<file path="src/rtl/adc_rx_pkg.sv">
// Shared types and constants for the serial ADC receiver: capture FSM
// states, frame timing and the channel-index width helper.
package adc_rx_pkg;

  localparam int FRAME_CYCLES = 20;
  localparam int DEF_N_CH     = 8;
  localparam int DEF_ADC_BITS = 18;

  typedef enum logic [1:0] {
    IDLE  = 2'd0,
    SHIFT = 2'd1,
    DONE  = 2'd2
  } cap_state_t;

  function automatic int chan_w(input int n);
    return (n > 1) ? $clog2(n) : 1;
  endfunction

endpackage

</file>
<file path="src/rtl/adc_rx_out_buf.sv">
// Single-frame output buffer: holds one word per channel and streams them
// out channel-sequentially with a registered valid/ready interface.
module adc_rx_out_buf
  import adc_rx_pkg::*;
#(
  parameter  int N_CH     = DEF_N_CH,
  parameter  int ADC_BITS = DEF_ADC_BITS,
  localparam int CH_W     = chan_w(N_CH)
) (
  input  logic                     clk,
  input  logic                     rst_n,
  input  logic                     i_load,
  input  logic [N_CH*ADC_BITS-1:0] i_words,
  input  logic                     i_ready,
  output logic                     o_can_accept,
  output logic                     o_valid,
  output logic [ADC_BITS-1:0]      o_data,
  output logic [CH_W-1:0]          o_chan,
  output logic                     o_last
);

  localparam logic [CH_W-1:0] LAST_CH = CH_W'(N_CH - 1);

  logic [ADC_BITS-1:0] r_hold [N_CH];
  logic [ADC_BITS-1:0] r_data;
  logic [CH_W-1:0]     r_chan;
  logic                r_full;
  logic                r_last;

  logic                w_xfer;
  logic                w_drain;
  logic [CH_W-1:0]     w_next_chan;

  assign w_xfer      = r_full & i_ready;
  assign w_drain     = w_xfer & r_last;
  assign w_next_chan = r_chan + 1'b1;
  // A frame finishing its last handshake frees the buffer on that same edge.
  assign o_can_accept = ~r_full | w_drain;

  always_ff @(posedge clk or negedge rst_n) begin
    if (!rst_n) begin
      r_full <= 1'b0;
      r_last <= 1'b0;
      r_chan <= '0;
      r_data <= '0;
      // NOTE: the hold array is reset so every output reads 0 until a frame lands.
      for (int i = 0; i < N_CH; i++) r_hold[i] <= '0;
    end else if (i_load) begin
      for (int i = 0; i < N_CH; i++) r_hold[i] <= i_words[i*ADC_BITS +: ADC_BITS];
      r_full <= 1'b1;
      r_last <= 1'b0;
      r_chan <= '0;
      r_data <= i_words[ADC_BITS-1:0];
    end else if (w_drain) begin
      r_full <= 1'b0;
      r_last <= 1'b0;
      r_chan <= '0;
    end else if (w_xfer) begin
      r_chan <= w_next_chan;
      r_data <= r_hold[w_next_chan];
      r_last <= (w_next_chan == LAST_CH);
    end
  end

  assign o_valid = r_full;
  assign o_data  = r_data;
  assign o_chan  = r_chan;
  assign o_last  = r_last;

endmodule

</file>
<file path="src/rtl/adc_serial_rx.sv">
// Frame-aligned deserialiser for N_CH serial ADC lines. Optional build macro
// ADC_SERIAL_RX_TEST_PATTERN_EN adds test_mode to substitute a counter pattern.
module adc_serial_rx
  import adc_rx_pkg::*;
#(
  parameter  int N_CH     = DEF_N_CH,
  parameter  int ADC_BITS = DEF_ADC_BITS,
  parameter  int CNT_W    = 32,
  localparam int CH_W     = chan_w(N_CH)
) (
  input  logic                data_clk,
  input  logic                reset_n,
  input  logic                enable,
  input  logic                adc_word_sync,
  input  logic [N_CH-1:0]     adc_sdata,
  input  logic                clr_flags,
`ifdef ADC_SERIAL_RX_TEST_PATTERN_EN
  input  logic                test_mode,
`endif
  output logic                m_valid,
  input  logic                m_ready,
  output logic [ADC_BITS-1:0] m_data,
  output logic [CH_W-1:0]     m_chan,
  output logic                m_last,
  output logic [CNT_W-1:0]    frame_cnt,
  output logic                overrun,
  output logic                sync_err,
  output logic                busy
);

  localparam int              BIT_W    = $clog2(ADC_BITS);
  localparam logic [BIT_W-1:0] LAST_BIT = BIT_W'(ADC_BITS - 1);

  cap_state_t          r_state, w_next_state;
  logic [BIT_W-1:0]    r_bit_cnt;
  logic [ADC_BITS-1:0] r_shift [N_CH];
  logic [CNT_W-1:0]    r_frame_cnt;
  logic                r_overrun, r_sync_err;

  logic w_sample, w_bit_clr, w_done, w_sync_err_set;
  logic w_can_accept, w_load, w_overrun_set;
  logic [N_CH*ADC_BITS-1:0] w_hold_in;

  // NOTE: every combinational output gets a default first, so no path infers a latch.
  always_comb begin
    w_next_state   = r_state;
    w_sample       = 1'b0;
    w_bit_clr      = 1'b0;
    w_done         = 1'b0;
    w_sync_err_set = 1'b0;
    unique case (r_state)
      IDLE: if (adc_word_sync && enable) begin
        w_next_state = SHIFT;
        w_bit_clr    = 1'b1;
      end
      SHIFT: if (adc_word_sync) begin
        w_sync_err_set = 1'b1;
        if (enable) w_bit_clr    = 1'b1;
        else        w_next_state = IDLE;
      end else begin
        w_sample = 1'b1;
        if (r_bit_cnt == LAST_BIT) w_next_state = DONE;
      end
      DONE: begin
        w_done = 1'b1;
        if (adc_word_sync && enable) begin
          w_next_state = SHIFT;
          w_bit_clr    = 1'b1;
        end else begin
          w_next_state = IDLE;
        end
      end
      default: w_next_state = IDLE;
    endcase
  end

  assign w_load        = w_done & w_can_accept;
  assign w_overrun_set = w_done & ~w_can_accept;

  // NOTE: sequential state uses non-blocking assignments so every register samples pre-edge values.
  always_ff @(posedge data_clk or negedge reset_n) begin
    if (!reset_n) r_state <= IDLE;
    else          r_state <= w_next_state;
  end

  always_ff @(posedge data_clk or negedge reset_n) begin
    if (!reset_n) begin
      r_bit_cnt   <= '0;
      r_frame_cnt <= '0;
      r_overrun   <= 1'b0;
      r_sync_err  <= 1'b0;
      for (int i = 0; i < N_CH; i++) r_shift[i] <= '0;
    end else begin
      if (w_bit_clr)     r_bit_cnt <= '0;
      else if (w_sample) r_bit_cnt <= r_bit_cnt + 1'b1;
      if (w_sample)
        for (int i = 0; i < N_CH; i++) r_shift[i] <= {r_shift[i][ADC_BITS-2:0], adc_sdata[i]};
      if (w_load) r_frame_cnt <= r_frame_cnt + 1'b1;
      if (w_overrun_set)  r_overrun  <= 1'b1;
      else if (clr_flags) r_overrun  <= 1'b0;
      if (w_sync_err_set) r_sync_err <= 1'b1;
      else if (clr_flags) r_sync_err <= 1'b0;
    end
  end

  always_comb begin
    w_hold_in = '0;
    for (int i = 0; i < N_CH; i++) begin
`ifdef ADC_SERIAL_RX_TEST_PATTERN_EN
      // Pattern word tags the pre-increment frame count with the channel index.
      w_hold_in[i*ADC_BITS +: ADC_BITS] = test_mode ?
          {r_frame_cnt[ADC_BITS-1-CH_W:0], CH_W'(i)} : r_shift[i];
`else
      w_hold_in[i*ADC_BITS +: ADC_BITS] = r_shift[i];
`endif
    end
  end

  adc_rx_out_buf #(
    .N_CH     (N_CH),
    .ADC_BITS (ADC_BITS)
  ) u_out_buf (
    .clk          (data_clk),
    .rst_n        (reset_n),
    .i_load       (w_load),
    .i_words      (w_hold_in),
    .i_ready      (m_ready),
    .o_can_accept (w_can_accept),
    .o_valid      (m_valid),
    .o_data       (m_data),
    .o_chan       (m_chan),
    .o_last       (m_last)
  );

  assign frame_cnt = r_frame_cnt;
  assign overrun   = r_overrun;
  assign sync_err  = r_sync_err;
  assign busy      = (r_state != IDLE);

endmodule

</file>
<file path="config.mk">
export PLATFORM = sky130hd
export DESIGN_NAME = adc_serial_rx
export DESIGN_NICKNAME = d
export VERILOG_FILES = /design/src/rtl/adc_rx_pkg.sv /design/src/rtl/adc_rx_out_buf.sv /design/src/rtl/adc_serial_rx.sv
export SDC_FILE = /design/constraint.sdc
export NUM_CORES = 1
export LEC_CHECK = 0
export CAP_MARGIN = 25
export CORE_MARGIN = 2
export CORE_UTILIZATION = 55
export DETAILED_ROUTE_END_ITERATION = 7
export PLACE_DENSITY = 0.74
export SLEW_MARGIN = 10
export SYNTH_ARGS = -nofsm -noshare
export SYNTH_HDL_FRONTEND = slang
export SYNTH_SLANG_ARGS = --single-unit
</file>
<file path="constraint.sdc">
create_clock -name data_clk -period 3.44 [get_ports data_clk]
set_clock_uncertainty 0.2 [all_clocks]
set_input_delay 0.688 -clock data_clk [delete_from_list [all_inputs] [get_ports data_clk]]
set_output_delay 0.688 -clock data_clk [all_outputs]
set_load 0.05 [all_outputs]
</file>
==> results.md, run 1 <==
- The flow ran to the end, but the final reports show violations.
- The checks that failed: negative hold slack.
- The first detailed-routing pass ran for 5 iterations.
- The top cell type's share of synthesized area is 59.13%.
- Setup violations remaining at the end of the flow were counted as 0.
- The power density relative to cell area is 683.3 nW/um2.
- After synthesis the cells add up to 14,900 um2.
- The actual slew at the worst max-slew pin is 816.9 ps.
- After synthesis, the mean cell area works out to 9.088 um2.
- In the final routed layout, each cell accounts on average for 16.53 um.
- The dominant delay contributor by cell family on the critical path is buffers and inverters.
- The number of clock sinks seen by CTS is 352.
- The arrival time of the worst setup path is 1960 ps.
- The critical path is of the flop to output pin type.
- The total track usage is 24.71%.
- After detailed placement, the total cell area comes to 16,060 um2.
- The finished cells cover 17,290 um2.
- The root buffer cell chosen for the clock tree is sky130_fd_sc_hd__clkbuf_16.
- The number of placement rows is 60.
- The total number of vias is 11,240.
- The buffer levels on the longest clock path is 3.
- By area the synthesized netlist is led by sky130_fd_sc_hd__dfrtp_1 (59%), sky130_fd_sc_hd__nand2_1 (22%), sky130_fd_sc_hd__mux2_2 (2.6%).
- The worst hold slack is -10.18 ps.
- The total count of hold-check failures in the final report was 10.
- The clock tree from TritonCTS is yes.
- The synthesized design contains 0 enable-type register cells.
- The floorplan die width is 168.6 um.
- The HPWL after detailed placement is 21.01 mm.
- The required time at the endpoint of the critical path is 2550 ps.
- The number of global-route vias before repair is 11,210.
- The initial antenna violation count is 0.
- On the critical path, the stage with the largest delay is an instance of sky130_fd_sc_hd__clkdlybuf4s50_1.
- The number of cells produced by synthesis is 1,639.
- The most common cell in the synthesized netlist is sky130_fd_sc_hd__nand2_1.
- Buffers inserted to repair hold after CTS numbered 0.
- The via density per instance is 5.487.
- Entering global routing, the biggest net connects 97 pins.
- In this run, distinct cell masters in the synthesized netlist total 43.
- The largest single stage delay on the critical path is 700 ps.
- At the end of routability-driven placement, the weighted congestion stood at 0.8600.
- The number of buffers and inverters on the critical path is 1.
- The count of buffers added on input and output ports is 71.
- Once the clock tree was built, the resizer swapped 0 gates to a different size.
- The leakage power is 0.009255 uW.
- The number of placed instances, taps included, is 1,985.
- The number of synthesized register bits is 352.
- The routed design could run at a clock period as short as 2853 ps.
- Setup repair after global routing left no endpoint under its margin.
- The maximum clock frequency is 0.3505 GHz.
- In the synthesized netlist the dominant register cell turns out to be sky130_fd_sc_hd__dfrtp_1.
- Once the clock tree was built, the setup fixing pass inserted 0 buffers.
- The kind of start point of the critical path is a flop.
- After filler insertion, the fill cell instance count of the layout stands at 2,169.
- The worst-case vdd ir drop is 0.5074 mV.
- The worst-case setup slack after placement is 573.0 ps.
- The min-delay analysis places its worst path in the category input pin to async pin.
- The floorplan step defined a core boundary enclosing 26,800 um2.
- For this configuration, the core starts out at a cell density of 55.58%.
- The starting DRC count in detailed routing is 1,036.
- The share of async-settable or async-resettable flops after synthesis is 100.0%.
- The net count of the mapped netlist is 1,658.
- The synthesized design spends more area on one cell type than any other, namely sky130_fd_sc_hd__dfrtp_1.
- The detail route stage leaves a number of antenna-violating nets equal to 0.
- The final net count is 1,703.
- Of the available clock period, the critical path in the final layout requires 82.94%.
- The full die area is 28,420 um2.
- The total negative setup slack is 0 ps.
- Walking the worst path, the cells encountered are or2_2 -> clkdlybuf4s50_1.
- The chip height is 168.6 um.
- For this run, the number of standard cells in the final layout without fillers is 2,049.
- Compared with the post-synthesis result, the final layout area differs by 16.04%.
- The number of buffers added by the clock tree synthesis step is 38.
- Sequential elements use 59.13% of the synthesized area.
- The global-route wire length before repair is 57.20 mm.
- Wires add up to 33.88 mm.
- The relative slew slack is 45.43%.
- After global routing the overflow that remains totals 0.
- The clock transition at the register clock pins on the worst setup and hold paths after CTS is 60 ps.
- For this run, the number of Yosys warnings is 0.
- Sorting the synthesized cells by how often they occur yields sky130_fd_sc_hd__nand2_1 (890), sky130_fd_sc_hd__dfrtp_1 (352), sky130_fd_sc_hd__clkbuf_1 (75).
- For flop-to-flop paths, the worst setup slack is 750 ps.
- The number of antenna diodes in the final layout is 0.
- The type of destination of the critical path is an output pin.
- Max-cap violations in this run came to 0.
- The number of pins with negative max-slew slack in the final report is 0.
- The maximum fanout encountered on the critical timing path is 7.
- Pin placement for this block handled 72 I/O pins.
- The fraction of layout instances using a drive strength above 1 is 8.314%.
- The slack of the critical path is 587.0 ps.
- At the later pin of the worst-skew pair, clock insertion delay measures 520 ps.
- For this run, design rule violations remaining after detail routing come to 0.
- The level count of the clock H-tree is 2.
-- cell usage in the layout, fill, tap and decap left out, types with 2 or more instances in the layout --
| cell | n |
|---|---|
| sky130_fd_sc_hd__nand2_1 | 889 |
| sky130_fd_sc_hd__dfrtp_1 | 352 |
| sky130_fd_sc_hd__clkdlybuf4s50_1 | 70 |
| sky130_fd_sc_hd__clkbuf_16 | 39 |
| sky130_fd_sc_hd__mux2_2 | 35 |
| sky130_fd_sc_hd__nand3_1 | 31 |
| sky130_fd_sc_hd__xor2_1 | 23 |
| sky130_fd_sc_hd__nor2b_1 | 20 |
| sky130_fd_sc_hd__buf_4 | 20 |
| sky130_fd_sc_hd__mux2i_1 | 19 |
| sky130_fd_sc_hd__o31ai_1 | 19 |
| sky130_fd_sc_hd__a211oi_1 | 17 |
| sky130_fd_sc_hd__o221ai_1 | 17 |
| sky130_fd_sc_hd__a22oi_1 | 17 |
| sky130_fd_sc_hd__buf_12 | 12 |
| sky130_fd_sc_hd__nor3_1 | 11 |
| sky130_fd_sc_hd__xnor2_1 | 11 |
| sky130_fd_sc_hd__nor4_1 | 10 |
| sky130_fd_sc_hd__inv_1 | 10 |
| sky130_fd_sc_hd__nand4_1 | 9 |
| sky130_fd_sc_hd__clkbuf_8 | 9 |
| sky130_fd_sc_hd__o21ai_0 | 7 |
| sky130_fd_sc_hd__clkbuf_1 | 7 |
| sky130_fd_sc_hd__nor2_1 | 6 |
| sky130_fd_sc_hd__clkinv_2 | 5 |
| sky130_fd_sc_hd__nand2b_1 | 4 |
| sky130_fd_sc_hd__and4_1 | 4 |
| sky130_fd_sc_hd__ha_1 | 4 |
| sky130_fd_sc_hd__o22ai_1 | 2 |
| sky130_fd_sc_hd__mux4_2 | 2 |
| sky130_fd_sc_hd__and2_1 | 2 |
| sky130_fd_sc_hd__or2_2 | 2 |
| sky130_fd_sc_hd__and3_1 | 2 |
| sky130_fd_sc_hd__bufinv_16 | 2 |
-- stage by stage --
step                      total power (uW)  util [%]
after floorplan                       6775         -
after global placement                7825     59.92
after detailed placement              7872     59.92
after CTS                            11890     64.50
after global routing                 12340     64.50
final                                11810     64.50
-- metal layers --
metal	GRT usage (%)	vias up	wire, um
li1	-	5323	-
met1	34.76	5529	15260
met2	40.44	319	16130
met3	3.437	71	1663
met4	7.534	0	826
met5	0	-	0
-- flip-flops by register name, summed over array words and instances (netlist names) --
register / flops
r_shift: 144
u_out_buf.r_hold: 144
frame_cnt: 32
u_out_buf.o_data: 18
r_bit_cnt: 5
u_out_buf.o_chan: 3
r_state: 2
overrun: 1
sync_err: 1
u_out_buf.o_last: 1
u_out_buf.o_valid: 1
-- worst paths after layout --
check / startpoint / end / cells past startpoint
hold reg to reg: u_out_buf.r_hold[15] / u_out_buf.r_hold[15] / 2
hold / removal: reset_n / r_shift[108] / 1
max in group asynchronous: reset_n / u_out_buf.r_hold[39] / 2
min in group data_clk: u_out_buf.r_hold[15] / u_out_buf.r_hold[15] / 2
setup reg to reg: u_out_buf.o_chan[0] / u_out_buf.o_data[0] / 6
setup / recovery: r_state[1] / busy / 2
-- cell families after synthesis --
kind of cell	share of synthesized area, %
fa+ha+maj	0.4200
buf+inv	2.990
flops	59.13
mux	4.225
compound gates	4.200
xor+xnor	2.058
simple gates	26.97
-- worst reg2reg max path, stage by stage (launching register included) --
cell and delay (ps):
sky130_fd_sc_hd__dfrtp_1 440, sky130_fd_sc_hd__inv_1 170, sky130_fd_sc_hd__ha_4 640, sky130_fd_sc_hd__buf_12 290
sky130_fd_sc_hd__mux2_2 430, sky130_fd_sc_hd__o221ai_1 300, sky130_fd_sc_hd__o31ai_1 120
-- power breakdown --
part           internal (uW)  switching [uW]  leakage [uW]
registers               4620             468       0.00482
logic                    970            1760       0.00383
clock network           2410            1580      0.000606
-- area by class of cell --
| type | instances | area (um2) | area share [%] |
|---|---|---|---|
| sequential | 352 | 8808 | 50.96 |
| multi-input combinational | 1179 | 5679 | 32.86 |
| clock buffer | 55 | 1126 | 6.515 |
| timing repair buffer | 103 | 1106 | 6.399 |
| tap | 341 | 426.7 | 2.468 |
| clock inverter | 9 | 101.3 | 0.5863 |
| inverter | 10 | 37.54 | 0.2172 |
(Power assumes the default switching activity.)
==> inputs of run 2 (changes only) <==
==> constraint.sdc (replaced) <==
create_clock -name data_clk -period 3 [get_ports data_clk]
set_clock_uncertainty 0.2 [all_clocks]
set_input_delay 0.6 -clock data_clk [delete_from_list [all_inputs] [get_ports data_clk]]
set_output_delay 0.6 -clock data_clk [all_outputs]
set_load 0.05 [all_outputs]
==> run 2 against run 1 <==
The flow now finishes without violations. First-iteration DRC count shrank 4.9%. Via count is essentially flat. Die area is the same. Flip-flop and latch count is the same. Critical path depth is the same. Non-clock buffer count grew 8. Final area grew 1.0%. Sequential power grew 15%. Clock power grew 21%. Critical path type unchanged. Largest cell class unchanged.
==> results.md, run 2 (synthesis results as in run 1) <==
- The final net count came to 1,710 (was 1,703).
- The floorplan die width is 168.6 um (unchanged).
- Setup repair after global routing missed its margin: false (unchanged).
- The power density relative to cell area was 796.0 nW/um2 (was 683.3 nW/um2).
- The number of buffers and inverters on the critical path was 1 (unchanged).
- The global-route wire length before repair came to 57.88 mm (was 57.20 mm).
- The fraction of layout instances using a drive strength above 1 is 8.911% (was 8.314%).
- The clock transition at the register clock pins on the worst setup and hold paths after CTS is 60 ps (about the same).
- The buffer levels on the longest clock path is 3 (unchanged).
- The placed wire-length estimate after detailed placement is 20.79 mm (was 21.01 mm).
- The category of the most critical setup path is flop to output pin (unchanged).
- The count of unresolved DRC violations after routing is 0 (unchanged).
- The slack of the critical path is 226.6 ps (was 587.0 ps).
- The arrival time of the worst setup path is 1970 ps (was 1960 ps).
- The clock tree from TritonCTS was yes (unchanged).
- The routed length per placed instance is 16.65 um (was 16.53 um).
- The number of I/O port buffers was 71 (unchanged).
- The number of pins with negative max-slew slack in the final report is 0 (unchanged).
- The proportion of power drawn by combinational gates is 23.4% (was 23.2%).
- The starting density of the core is 55.58% (unchanged).
- The total negative setup slack is 0 ps (unchanged).
- The type of destination of the critical path is an output pin (unchanged).
- The antenna diode instance count is 0 (unchanged).
- The total number of vias is 11,250 (was 11,240).
- The number of placement rows is 60 (unchanged).
- The relative contribution of sequential cells to total power came to 41.9% (was 43.0%).
- The most common cell after layout, fill and taps aside was sky130_fd_sc_hd__nand2_1 (unchanged).
- The worst-case setup slack after placement is 456.6 ps (was 573.0 ps).
- The starting DRC count in detailed routing was 985 (was 1,036).
- The via density per instance was 5.466 (was 5.487).
- Commonest cells after routing, fill and taps aside: sky130_fd_sc_hd__nand2_1 (889), sky130_fd_sc_hd__dfrtp_1 (352), sky130_fd_sc_hd__clkdlybuf4s50_1 (69) (was sky130_fd_sc_hd__nand2_1 (889), sky130_fd_sc_hd__dfrtp_1 (352), sky130_fd_sc_hd__clkdlybuf4s50_1 (70)).
- The relative slew slack is 61.36% (was 45.43%).
- The actual slew at the worst max-slew pin came to 579.6 ps (was 816.9 ps).
- The final antenna-violating net count was 0 (unchanged).
- The switching component of the power is 4483 uW (was 3812 uW).
- The worst-case vdd ir drop was 0.6904 mV (was 0.5074 mV).
- The maximum fanout encountered on the critical timing path is 7 (unchanged).
- The maximum number of pins on one net before global-route repair is 83 (was 97).
- The chip height was 168.6 um (unchanged).
- The source-to-sink clock delay at the later pin of the worst-skew pair came to 530 ps (was 520 ps).
- The dominant delay contributor by cell family on the critical path is buffers and inverters (unchanged).
- The level count of the clock H-tree was 2 (unchanged).
- The delay of the slowest critical-path stage is 700 ps (about the same).
- The total of endpoints with negative setup slack in the final report was 0 (unchanged).
- The number of top-level pins is 72 (unchanged).
- The required time at the endpoint of the critical path was 2200 ps (was 2550 ps).
- The area growth from synthesis to layout was 17.22% (was 16.04%).
- The final weighted congestion in routability-driven placement is 0.7784 (was 0.8600).
- Cells along the critical path: or2_2 -> clkdlybuf4s50_1 (unchanged).
- The number of max-cap violations was 0 (unchanged).
- The sum of overflow across all layers after global routing is 0 (unchanged).
- The relative contribution of the clock network to total power is 34.7% (was 33.8%).
- The total track usage was 25.00% (was 24.71%).
- The class of the tightest hold or removal check is flop to flop (was input pin to async pin).
- In the finished design, the share of the clock period the worst path needs comes to 92.45%.
- The full die area was 28,420 um2 (unchanged).
- The cell-internal power is 9416 uW (was 7998 uW).
- The total count of hold-check failures in the final report is 0 (was 10).
- The fraction of power spent switching nets is 32.26% (was 32.28%).
- Outcome: finished, final reports clean (was complete, but fails checks).
- The initial antenna violation count came to 0 (unchanged).
- The kind of start point of the critical path is a flop (unchanged).
- The number of global-route vias before repair is 11,280 (was 11,210).
- The number of search-and-repair iterations in the first detailed-routing pass is 5 (unchanged).
- The routed wire length is 34.27 mm (was 33.88 mm).
- The buffer type at the clock tree root is sky130_fd_sc_hd__clkbuf_16 (unchanged).
- The number of buffers added by the clock tree synthesis step came to 37 (was 38).
- The number of clock sinks seen by CTS is 352 (unchanged).
- The leakage power is 0.009341 uW (was 0.009255 uW).
- The total core area is 26,800 um2 (unchanged).
- For this run, the top clock speed supported by timing is 0.3606 GHz.
- The worst path in the final design needs a cycle of 2773 ps, including I/O delays and setup.
- The cell at the slowest stage of the critical path is sky130_fd_sc_hd__clkdlybuf4s50_1 (unchanged).
-- run 2: cell types whose count changed in the layout (fill, tap and decap cells not counted), moves of 2 or more --
cell                        previous run  this run
sky130_fd_sc_hd__clkbuf_1              7         5
sky130_fd_sc_hd__clkbuf_8              9         6
sky130_fd_sc_hd__buf_4                20        23
sky130_fd_sc_hd__bufinv_16             2         6
sky130_fd_sc_hd__buf_12               12        17
sky130_fd_sc_hd__inv_6                 1         3
sky130_fd_sc_hd__clkbuf_16            39        37
-- run 2: per-layer routing --
layer / vias up / track usage, % / wire length, um
li1: 5329 / - / -
met1: 5625 / 35.82 / 15730
met2: 254 / 41.30 / 16610
met3: 41 / 3.460 / 1440
met4: 0 / 5.397 / 497
met5: - / 0 / 0
-- run 2: path summary, 6_finish.rpt --
kind | slack (ps) | depth (start not counted) | start | to
worst max-delay path | 230 | 2 | r_state[1] | busy
worst max register to register | 470 | 7 | u_out_buf.o_chan[0] | u_out_buf.o_data[13]
worst min-delay path | 270 | 2 | u_out_buf.r_hold[27] | u_out_buf.r_hold[27]
max in group asynchronous | 1440 | 3 | reset_n | u_out_buf.r_hold[56]
min in group asynchronous | 440 | 2 | reset_n | r_bit_cnt[2]
worst min register to register | 270 | 2 | u_out_buf.r_hold[27] | u_out_buf.r_hold[27]
-- run 2: final cells by class --
class,count,area [um2]
multi-input cells,1179,5679
flip-flops and latches,352,8808
repair buffers,111,1229
clock buffers,48,1027
inverters,10,37.54
fillers,2096,9340
clock inverters,17,252.7
well taps,341,426.7
-- run 2: power by group through the flow --
stage	registers, uW	logic, uW	clock network (uW)
CTS	5810	3270	4900
global placement	5870	3200	0
detailed placement	5880	3240	0
global route	5880	3520	5110
finish	5820	3260	4820
floorplan	6200	1570	0
-- run 2: through the flow --
| step | cell area [um2] | util, % | power [uW] | std cells | hold WS [ps] |
|---|---|---|---|---|---|
| final | 17460 | 65.15 | 13900 | 2058 | 268.9 |
| after global routing | 17460 | 65.15 | 14510 | 2058 | 291.7 |
| after CTS | 17460 | 65.15 | 13980 | 2058 | 270.4 |
| after detailed placement | 16170 | 60.34 | 9119 | 1992 | 254.3 |
| after global placement | 16170 | 60.34 | 9071 | 1992 | 247.9 |
| after floorplan | 14900 | - | 7769 | 1639 | 104.4 |
-- run 2: worst register-to-register path: cells and delay by family (launching register included) --
family / cells / cell delay, ps
adders and majority gates: 1 / 640
buffers and inverters: 3 / 610
AOI/OAI and AO/OA: 2 / 510
DFF: 1 / 380
and+or+nand+nor: 1 / 60
-- run 2: what timing repair did --
item / in CTS / in global routing
hold buffers: 1 / 0
resized for setup: 0 / 0
setup buffers: 0 / 0
endpoints found under the hold margin: 56 / 0
==> inputs of run 3 (changes only) <==
--- a/config.mk
+++ b/config.mk
@@ -9,7 +9,7 @@
 export CORE_MARGIN = 2
 export CORE_UTILIZATION = 55
 export DETAILED_ROUTE_END_ITERATION = 7
-export PLACE_DENSITY = 0.74
+export PLACE_DENSITY = 0.71
 export SLEW_MARGIN = 10
 export SYNTH_ARGS = -nofsm -noshare
 export SYNTH_HDL_FRONTEND = slang
==> run 3 against run 2 <==
Count of clock-buffer cells in the layout grew 6. Core utilization shrank 0.49 points. Fmax shrank 0.33%. Register-to-register slack gained 90 ps. Die area is the same. Non-clock buffer count shrank 4. Sequential share of layout area grew 0.38 points. Final cell count shrank 0.24%. Clock power shrank 7.1%. Via count shrank 1.2%. Worst hold slack lost 0.51 ps. Power shrank 2.8%.
==> results.md, run 3 (synthesis results as in run 1) <==
- The number of top-level pins is 72 (unchanged).
- The clock transition at the register clock pins on the worst setup and hold paths after CTS was 60 ps (about the same).
- The arrival time of the worst setup path is 1980 ps (was 1970 ps).
- The number of search-and-repair iterations in the first detailed-routing pass is 5 (unchanged).
- The proportion of power drawn by combinational gates is 23.8% (was 23.4%).
- The type of destination of the critical path is an output pin (unchanged).
- The buffer type at the clock tree root is sky130_fd_sc_hd__clkbuf_16 (unchanged).
- The area growth from synthesis to layout is 16.34% (was 17.22%).
- The path depth of the worst reg2reg path is 6 (was 7).
- The maximum number of pins on one net before global-route repair is 104 (was 83).
- The most common cell after layout, fill and taps aside is sky130_fd_sc_hd__nand2_1 (unchanged).
- The final critical-path required period is 2783 ps (was 2773 ps).
- The fraction of power spent switching nets is 32.87% (was 32.26%).
- The count of unresolved DRC violations after routing is 0 (unchanged).
- The total number of vias is 11,120 (was 11,250).
- The reg-to-reg critical path startpoint is u_out_buf.o_chan[0] (unchanged).
- The delay of the slowest critical-path stage is 700 ps (about the same).
- The starting density of the core is 55.58% (unchanged).
- The placed wire-length estimate after detailed placement came to 20.67 mm (was 20.79 mm).
- The number of cells upsized or downsized after cts is 0 (unchanged).
- The total of endpoints with negative setup slack in the final report came to 0 (unchanged).
- Cells along the critical path: or2_2 -> clkdlybuf4s50_1 (unchanged).
- The slack of the worst reg-to-reg path is 560 ps (was 470 ps).
- The switching component of the power is 4441 uW (was 4483 uW).
- The required time at the endpoint of the critical path is 2200 ps (about the same).
- Commonest cells after routing, fill and taps aside: sky130_fd_sc_hd__nand2_1 (889), sky130_fd_sc_hd__dfrtp_1 (352), sky130_fd_sc_hd__clkdlybuf4s50_1 (69) (unchanged).
- The power density relative to cell area came to 779.7 nW/um2 (was 796.0 nW/um2).
- The number of pins with negative max-slew slack in the final report is 0 (unchanged).
- The number of I/O port buffers is 71 (unchanged).
- The cell at the slowest stage of the critical path is sky130_fd_sc_hd__clkdlybuf4s50_1 (unchanged).
- The maximum fanout encountered on the critical timing path is 7 (unchanged).
- The actual slew at the worst max-slew pin is 615.7 ps (was 579.6 ps).
- The antenna diode instance count was 0 (unchanged).
- The launch point of the worst hold path is r_shift[53] (was u_out_buf.r_hold[27]).
- The dominant delay contributor by cell family on the critical path is buffers and inverters (unchanged).
- The number of cells on the worst hold path is 2 (unchanged).
- The source-to-sink clock delay at the later pin of the worst-skew pair is 540 ps (was 530 ps).
- Setup repair after global routing missed its margin: false (unchanged).
- The total power is 13,510 uW (was 13,900 uW).
- The final antenna-violating net count is 0 (unchanged).
- The instance area at placement was 16,130 um2 (was 16,170 um2).
- The cell-internal power is 9071 uW (was 9416 uW).
- The kind of start point of the critical path is a flop (unchanged).
- The floorplan die width is 168.6 um (unchanged).
- The routed length per placed instance came to 16.62 um (was 16.65 um).
- The total count of hold-check failures in the final report was 0 (unchanged).
- The starting DRC count in detailed routing is 1,069 (was 985).
- The total core area was 26,800 um2 (unchanged).
- The class of the tightest hold or removal check is flop to flop (unchanged).
- The relative contribution of the clock network to total power is 33.2% (was 34.7%).
- The total negative setup slack is 0 ps (unchanged).
- The post-route fraction of the period consumed by the critical path was 92.76% (was 92.45%).
- The sum of overflow across all layers after global routing was 0 (unchanged).
- The final instance area came to 17,330 um2 (was 17,460 um2).
- The clock tree from TritonCTS is yes (unchanged).
- The final weighted congestion in routability-driven placement was 0.7904 (was 0.7784).
- The chip height is 168.6 um (unchanged).
- The routed wire length was 34.12 mm (was 34.27 mm).
- The number of buffers and inverters on the critical path is 1 (unchanged).
- The final net count is 1,707 (was 1,710).
- The buffer levels on the longest clock path is 3 (unchanged).
- The relative slew slack came to 58.82% (was 61.36%).
- The number of clock sinks seen by CTS is 352 (unchanged).
- The number of placement rows is 60 (unchanged).
- The maximum clock frequency is 0.3594 GHz (was 0.3606 GHz).
- The via density per instance is 5.414 (was 5.466).
- The initial antenna violation count came to 0 (unchanged).
- The number of max-cap violations is 0 (unchanged).
- The number of global-route vias before repair was 10,880 (was 11,280).
- The end point of the most critical hold path was u_out_buf.r_hold[53] (was u_out_buf.r_hold[27]).
- The total track usage was 24.91% (was 25.00%).
- The leakage power is 0.009267 uW (was 0.009341 uW).
- The level count of the clock H-tree came to 2 (unchanged).
- The full die area is 28,420 um2 (unchanged).
- The worst hold slack came to 268.3 ps (was 268.9 ps).
- The global-route wire length before repair was 57.33 mm (was 57.88 mm).
- The relative contribution of sequential cells to total power is 43.0% (was 41.9%).
- The end of the worst register-to-register path is u_out_buf.o_data[15] (was u_out_buf.o_data[13]).
- The number of buffers added by the clock tree synthesis step is 38 (was 37).
- The worst-case vdd ir drop is 0.5033 mV (was 0.6904 mV).
- Outcome: finished, final reports clean (unchanged).
- The fraction of layout instances using a drive strength above 1 is 8.470% (was 8.911%).
- The category of the most critical setup path is flop to output pin (unchanged).
-- run 3: repair_timing --
action | in CTS | in global routing
setup buffers | 0 | 0
hold endpoints to repair | 27 | 0
hold buffers | 1 | 0
-- run 3: worst reg2reg max path, stage by stage (launching register included) --
cell	delay, ps
sky130_fd_sc_hd__dfrtp_1	410
sky130_fd_sc_hd__inv_1	140
sky130_fd_sc_hd__ha_4	620
sky130_fd_sc_hd__buf_12	270
sky130_fd_sc_hd__mux2_2	380
sky130_fd_sc_hd__o221ai_1	200
sky130_fd_sc_hd__o31ai_1	100
-- run 3: power groups by stage --
stage	sequential, uW	combinational [uW]	clock, uW
2_1_floorplan	6200	1570	0
3_3_place_gp	5880	3170	0
3_5_place_dp	5880	3220	0
4_1_cts	5810	3230	4550
5_1_grt	5880	3470	4750
6_report	5820	3210	4480
-- run 3: area by class of cell --
class	count	area [um2]
clock buffer	54	1091
clock inverter	10	100.1
fill	2183	9472
inverter	10	37.54
multi-input combinational	1179	5679
sequential	352	8808
tap	341	426.7
timing repair buffer	107	1186
-- run 3: stage by stage --
stage / std cells / utilization, % / setup WS (ps)
after CTS: 2053 / 64.66 / 206.4
after global placement: 1988 / 60.18 / 433.6
final: 2053 / 64.66 / 217.3
after global routing: 2053 / 64.66 / 172.9
after floorplan: 1639 / - / 136.8
after detailed placement: 1988 / 60.18 / 372.3
-- run 3: worst max path at each step --
stage	endpoint	slack (ps)	from	cells past startpoint
global placement	frame_cnt[28]	430	m_ready	5
global route	busy	170	r_state[1]	2
floorplan	u_out_buf.o_data[10]	140	u_out_buf.o_chan[0]	8
detailed placement	u_out_buf.o_data[1]	370	m_ready	7
finish	busy	220	r_state[1]	2
CTS	busy	210	r_state[1]	2
-- run 3: per-layer routing --
metal  vias to the layer above  share of wire (%)  global-route usage (%)  wire length [um]
li1                       5331                  -                       -                 -
met1                      5484                 47                   36.45             16080
met2                       248                 46                   39.49             15800
met3                        52                4.5                   3.601              1552
met4                         0                2.0                   6.709               687
met5                         -                  0                       0                 0
